$ cat src/rtl/dmem_access_ctrl.sv
// Data-memory access sequencer shared by the CPU load/store unit (port c) and a DMA/debug loader (port d).
// Arbitrates, checks legality, drives the byte-enabled memory and formats returned load data.
module dmem_access_ctrl #(
    parameter int ADDR_W       = 17,
    parameter int STARVE_LIMIT = 8
) (
    input  logic              clock,
    input  logic              reset,

    input  logic              c_req,
    input  logic              c_we,
    input  logic [2:0]        c_funct3,
    input  logic [ADDR_W-1:0] c_addr,
    input  logic [31:0]       c_wdata,
    output logic              c_done,
    output logic              c_err,

    input  logic              d_req,
    input  logic              d_we,
    input  logic [2:0]        d_funct3,
    input  logic [ADDR_W-1:0] d_addr,
    input  logic [31:0]       d_wdata,
    output logic              d_done,
    output logic              d_err,

    output logic [31:0]       rdata,

    output logic [ADDR_W-3:0] mem_rdaddr,
    output logic [ADDR_W-3:0] mem_wraddr,
    output logic [3:0]        mem_byteena,
    output logic [31:0]       mem_data,
    output logic              mem_wren,
    input  logic [31:0]       mem_q
);

    localparam int CNT_W = $clog2(STARVE_LIMIT + 1);

    typedef enum logic [2:0] {
        S_IDLE,
        S_RD_ADDR,
        S_RD_DATA,
        S_WR1,
        S_WR2,
        S_ERR
    } state_t;

    // Sizes and extension follow RISC-V funct3; stores have no unsigned forms.
    function automatic logic access_legal(input logic we, input logic [2:0] f3,
                                          input logic [1:0] off);
        case (f3)
            3'b000:  access_legal = 1'b1;
            3'b001:  access_legal = ~off[0];
            3'b010:  access_legal = (off == 2'b00);
            3'b100:  access_legal = ~we;
            3'b101:  access_legal = ~we & ~off[0];
            default: access_legal = 1'b0;
        endcase
    endfunction

    function automatic logic [3:0] store_byteena(input logic [2:0] f3, input logic [1:0] off);
        case (f3[1:0])
            2'b00:   store_byteena = 4'b0001 << off;
            2'b01:   store_byteena = 4'b0011 << off;
            default: store_byteena = 4'b1111;
        endcase
    endfunction

    // Replicating the datum into every lane lets the byte enables alone pick the target.
    function automatic logic [31:0] store_align(input logic [2:0] f3, input logic [31:0] wd);
        case (f3[1:0])
            2'b00:   store_align = {4{wd[7:0]}};
            2'b01:   store_align = {2{wd[15:0]}};
            default: store_align = wd;
        endcase
    endfunction

    function automatic logic [31:0] load_format(input logic [31:0] q, input logic [2:0] f3,
                                                input logic [1:0] off);
        logic [31:0] sh;
        sh = q >> {off, 3'b000};
        case (f3)
            3'b000:  load_format = {{24{sh[7]}}, sh[7:0]};
            3'b001:  load_format = {{16{sh[15]}}, sh[15:0]};
            3'b100:  load_format = {24'd0, sh[7:0]};
            3'b101:  load_format = {16'd0, sh[15:0]};
            default: load_format = q;
        endcase
    endfunction

    state_t             state_q, state_d;
    logic [CNT_W-1:0]   starve_q, starve_d;
    logic               port_q, port_d;

    logic [2:0]         f3_q;
    logic [1:0]         off_q;
    logic [ADDR_W-3:0]  waddr_q;
    logic [3:0]         be_q;
    logic [31:0]        sdata_q;

    logic               grant_d;
    logic               any_req;
    logic               accept;
    logic               sel_we;
    logic [2:0]         sel_f3;
    logic [ADDR_W-1:0]  sel_addr;
    logic [31:0]        sel_wdata;
    logic               sel_legal;

    // Port d is forced through once it has lost STARVE_LIMIT arbitrations in a row.
    always_comb begin
        any_req   = c_req | d_req;
        grant_d   = d_req & ((starve_q == CNT_W'(STARVE_LIMIT)) | ~c_req);
        accept    = (state_q == S_IDLE) & any_req;
        sel_we    = grant_d ? d_we     : c_we;
        sel_f3    = grant_d ? d_funct3 : c_funct3;
        sel_addr  = grant_d ? d_addr   : c_addr;
        sel_wdata = grant_d ? d_wdata  : c_wdata;
        sel_legal = access_legal(sel_we, sel_f3, sel_addr[1:0]);
    end

    always_comb begin
        state_d  = state_q;
        starve_d = starve_q;
        port_d   = port_q;
        case (state_q)
            S_IDLE: begin
                if (accept) begin
                    port_d = grant_d;
                    if (grant_d) begin
                        starve_d = '0;
                    end else if (d_req) begin
                        starve_d = starve_q + 1'b1;
                    end
                    if (!sel_legal) begin
                        state_d = S_ERR;
                    end else if (sel_we) begin
                        state_d = S_WR1;
                    end else begin
                        state_d = S_RD_ADDR;
                    end
                end
            end
            S_RD_ADDR: state_d = S_RD_DATA;
            S_RD_DATA: state_d = S_IDLE;
            S_WR1:     state_d = S_WR2;
            S_WR2:     state_d = S_IDLE;
            S_ERR:     state_d = S_IDLE;
            default:   state_d = S_IDLE;
        endcase
    end

    always_ff @(posedge clock or posedge reset) begin
        if (reset) begin
            state_q  <= S_IDLE;
            starve_q <= '0;
            port_q   <= 1'b0;
        end else begin
            state_q  <= state_d;
            starve_q <= starve_d;
            port_q   <= port_d;
        end
    end

    // Request payload is captured only at accept; every output is gated by state, so no reset is needed.
    always_ff @(posedge clock) begin
        if (accept) begin
            f3_q    <= sel_f3;
            off_q   <= sel_addr[1:0];
            waddr_q <= sel_addr[ADDR_W-1:2];
            be_q    <= store_byteena(sel_f3, sel_addr[1:0]);
            sdata_q <= store_align(sel_f3, sel_wdata);
        end
    end

    logic done;
    logic wr_phase;
    logic addr_phase;

    // Write enable spans WR1 and WR2 so the memory's read-merge-write sees a stable request twice.
    always_comb begin
        done        = (state_q == S_RD_DATA) | (state_q == S_WR2) | (state_q == S_ERR);
        wr_phase    = (state_q == S_WR1) | (state_q == S_WR2);
        addr_phase  = wr_phase | (state_q == S_RD_ADDR) | (state_q == S_RD_DATA);

        c_done      = done & ~port_q;
        d_done      = done & port_q;
        c_err       = (state_q == S_ERR) & ~port_q;
        d_err       = (state_q == S_ERR) & port_q;

        mem_wren    = wr_phase;
        mem_byteena = wr_phase ? be_q : 4'b0000;
        mem_data    = wr_phase ? sdata_q : 32'd0;
        mem_rdaddr  = addr_phase ? waddr_q : '0;
        mem_wraddr  = addr_phase ? waddr_q : '0;

        rdata       = (state_q == S_RD_DATA) ? load_format(mem_q, f3_q, off_q) : 32'd0;
    end

endmodule

$ cat config.mk
export PLATFORM = sky130hd
export DESIGN_NAME = dmem_access_ctrl
export DESIGN_NICKNAME = d
export VERILOG_FILES = /design/src/rtl/dmem_access_ctrl.sv
export SDC_FILE = /design/constraint.sdc
export NUM_CORES = 1
export LEC_CHECK = 0
export ABC_AREA = 1
export CAP_MARGIN = 20
export CORE_UTILIZATION = 35
export CTS_CLUSTER_DIAMETER = 60
export DETAILED_ROUTE_END_ITERATION = 10
export GPL_TIMING_DRIVEN = 0
export PLACE_DENSITY = 0.71
export SLEW_MARGIN = 15
export SYNTH_ARGS = -nofsm -noshare
export SYNTH_HDL_FRONTEND = slang
export SYNTH_SLANG_ARGS = --single-unit
$ cat constraint.sdc
create_clock -name clock -period 9.9 [get_ports clock]
set_clock_uncertainty 0.1 [all_clocks]
set_input_delay 2.97 -clock clock [delete_from_list [all_inputs] [get_ports clock]]
set_output_delay 2.97 -clock clock [all_outputs]
set_load 0.01 [all_outputs]
==> impl_metrics.py <==
metrics = {
    "logic_synthesis": {
        "flip_flop_and_latch_count_after_synthesis": 64,
        "yosys.area_share.simple_pct": 20.2,
        "mappedNetlistNets": 742,
        "synth_cell_type_count": 35,
        "share_of_synthesized_cell_area_in_full_adder_half_adder_and_majority_cells_pct": 0.551,
        "synth_top_family_by_area": "simple AND/OR/NAND/NOR gates",
        "synth_top_cell_area_share_pct": 37.0,
        "synth_sequential_area_ratio_pct": 41.5,
        "mappedNetlistArea_mm2": 0.00454,
        "async_reset_ff_share_pct": 12.5,
        "yosys_warnings": 0,
        "netlist_top_cells_area": "edfxtp_1, inv_1, nand2_1",
        "synth.area.mux_share_pct": 5.49,
        "syn_inst_count": 598,
        "netlist.top_cell.by_area": "edfxtp_1",
        "synth-edff-count": 56,
        "post_synth_xor_area_fraction_pct": 0,
        "synth_compound_area_share_pct": 16.3,
        "post_synth_top_flop": "edfxtp_1",
        "post_synth.cell_area_avg_um2": 7.59,
    },
    "global_route": {
        "grt_first_pass_wirelength_um": 23600,
        "grt_max_degree": 32,
        "antenna_found_initial": 0,
        "number_of_global_route_vias_before_repair": 4584,
        "grt_overflow": 0,
        "groute.usage.overall_pct": 23.1,
    },
    "placed_design": {
        "gp_congestion": 0.946,
        "dp_hpwl_um": 12700,
        "numPortBuffers": 243,
    },
    "timing": {
        "worst_slew_pin_slew_ns": 0.757,
        "slew_headroom_pct": 49.4,
        "highest_clock_frequency_the_design_can_meet_ghz": 0.119,
        "timing.setup.tns_ns": 0,
        "report.final.hold_viol_count": 0,
        "setup_viol": 0,
        "number_of_slew_limit_violations_in_the_final_report": 0,
        "period_needed_ns": 8.40,
        "hold_ws_ns": 0.445,
        "unrepaired_setup_endpoints_after_global_routing": "no",
        "post-route-period-util_pct": 84.8,
    },
    "route": {
        "post_drt_wl_per_cell_um": 15.3,
        "first_iter_violations": 296,
        "postRouteWirelength_um": 15700,
        "viasPerCell": 4.83,
        "ant_nets": 0,
        "number_of_iterations_in_the_first_detailed_routing_pass": 6,
        "number_of_drc_violations_after_detailed_routing": 0,
        "routed-via-count": 4972,
    },
    "power": {
        "sequential_share_of_power_pct": 25.8,
        "irDropWorstVdd_mv": 0.126,
        "clkPwrFrac_pct": 17.5,
        "fin_total_pwr_w": 0.00175,
        "static-leakage-power_nw": 3.37,
        "internal_power_w": 0.00108,
        "power.density_cell_area_mw_per_mm2": 233,
        "p_sw_w": 0.000667,
        "swShare_pct": 38.1,
        "combinationalPowerShare_pct": 56.7,
    },
    "finish": {
        "final_net_count": 997,
        "post_route_utilization_pct": 59.4,
        "n_antenna_cell": 0,
        "ff_latch_area_mm2": 0.00188,
        "multiInputGateArea_mm2": 0.00194,
        "number_of_filler_cells_placed_in_the_layout": 1184,
        "flow.area_growth_from_synthesis_pct": 65.3,
        "post_route_cells_drive_above_1_share_pct": 9.45,
    },
    "worst_setup_path": {
        "setup.worst_path.start_class": "input pin",
        "worstSetupPathType": "input pin to output port",
        "critical_path_peak_fanout": 10,
        "worst-endpoint-required_ns": 6.83,
        "crit_path_end_kind": "output port",
        "arrival_ns": 5.33,
    },
    "clock_network": {
        "path_clk_slew_ns": 0.05,
        "clock_sinks": 64,
        "post_cts_hold_buffer_count": 0,
        "cts-root-buf": "clkbuf_16",
        "clkLatencyLatePin_ns": 0.32,
        "cts_max_level": 3,
        "post-cts-setup-buffer-count": 0,
        "clk_path_buf_depth": 2,
        "cts_made_buffers": 9,
        "cts_tree": "done",
        "cts_resized": 0,
    },
    "die": {
        "placement_row_count": 41,
        "initial_utilization_pct": 36.0,
        "die_h_um": 116,
        "design.die.area_mm2": 0.0134,
        "area_of_the_core_region_mm2": 0.0126,
        "ioPinCount": 245,
        "fp.dieW_um": 116,
    },
    "flow_run": {
        "timing.max_cap.violations": 0,
    },
    "run_status": {
        "status": "finished, final reports clean",
    },
    "worst_hold_path": {
        "worstHoldPathType": "flip-flop to flip-flop",
    },
}
final timing paths:
path / start / endpoint / slack [ns] / cells past startpoint
min in group asynchronous: reset / starve_q[1] / 2.79 / 2
max: mem_q[15] / rdata[29] / 1.50 / 11
max reg2reg: starve_q[0] / sdata_q[25] / 7.50 / 11
min: state_q[1] / state_q[2] / 0.44 / 2
max in group asynchronous: reset / state_q[1] / 6.68 / 2
min reg2reg: state_q[1] / state_q[2] / 0.44 / 2
through the flow:
| stage | worst slack [ns] | std cells | cell area [um2] |
|---|---|---|---|
| 6_report | 1.50 | 1029 | 7500 |
| 5_1_grt | 1.33 | 1029 | 7500 |
| 4_1_cts | 1.50 | 1029 | 7500 |
| 3_5_place_dp | 1.51 | 1014 | 7210 |
| 3_3_place_gp | 1.59 | 1013 | 7190 |
| 2_1_floorplan | 2.79 | 598 | 4540 |
critical path, cell delays in order:
cell and delay, ns:
clkdlybuf4s50_1 0.49, inv_1 0.06, a21oi_1 0.10, o21ai_0 0.14
a21oi_2 0.21, nand2_2 0.16, nand2_2 0.13, nand3_4 0.11
buf_6 0.19, a21oi_1 0.18, clkdlybuf4s50_1 0.57
routing by layer:
layer,wire (um),GRT usage (%),share of wire (%)
met1,6590,29.5,42
met2,7740,38.7,49
met3,996,4.65,6.3
met4,404,8.38,2.6
met5,0,0,0
placed cells by master (no fill, tap or decap), drive strengths merged, types with 2 or more instances in the layout:
cell type        n
a21oi           39
a31oi            8
buf             36
clkbuf          19
clkdlybuf4s50  243
clkinv           4
dfrtp            8
edfxtp          56
ha               2
inv            122
mux2            15
mux2i            8
nand2          112
nand3           30
nand3b           2
nor2            68
nor3             2
o211ai          16
o21ai           48
o22ai            9
o31ai            7
Yosys cell counts (all sizes together) (9+ instances only):
master / count
buf: 35
nand2: 112
nor2: 68
o21ai: 48
mux2: 15
nand3: 30
o22ai: 9
o211ai: 16
a21oi: 39
inv: 122
clkbuf: 9
edfxtp: 56
layout make-up:
class / instances / area share [%]
buffer: 44 / 3.47
timing repair buffer: 244 / 32.7
sequential: 64 / 25.1
inverter: 123 / 6.19
clock inverter: 5 / 0.784
multi-input combinational: 367 / 25.9
tap: 172 / 2.87
clock buffer: 10 / 3.05
sequential cells by signal (all words and copies together), names as in the netlist:
register / flops
starve_q: 4
sdata_q: 32
be_q: 4
off_q: 2
port_q: 1
f3_q: 3
state_q: 3
waddr_q: 15
power groups by stage:
stage / clock [W] / combinational (W) / sequential (W)
floorplan: 0 / 0.000499 / 0.000456
global placement: 0 / 0.000969 / 0.000465
detailed placement: 0 / 0.000992 / 0.000457
CTS: 0.000312 / 0.000996 / 0.000452
global route: 0.000325 / 0.00108 / 0.000460
finish: 0.000307 / 0.000992 / 0.000452
logic make-up (layout without fill, tap and decap cells):
family	after synthesis	in the layout
simple gates	215	215
buf+inv	167	426
compound gates	127	127
flops	64	64
mux	23	23
fa+ha+maj	2	2
(Power assumes the default switching activity.)
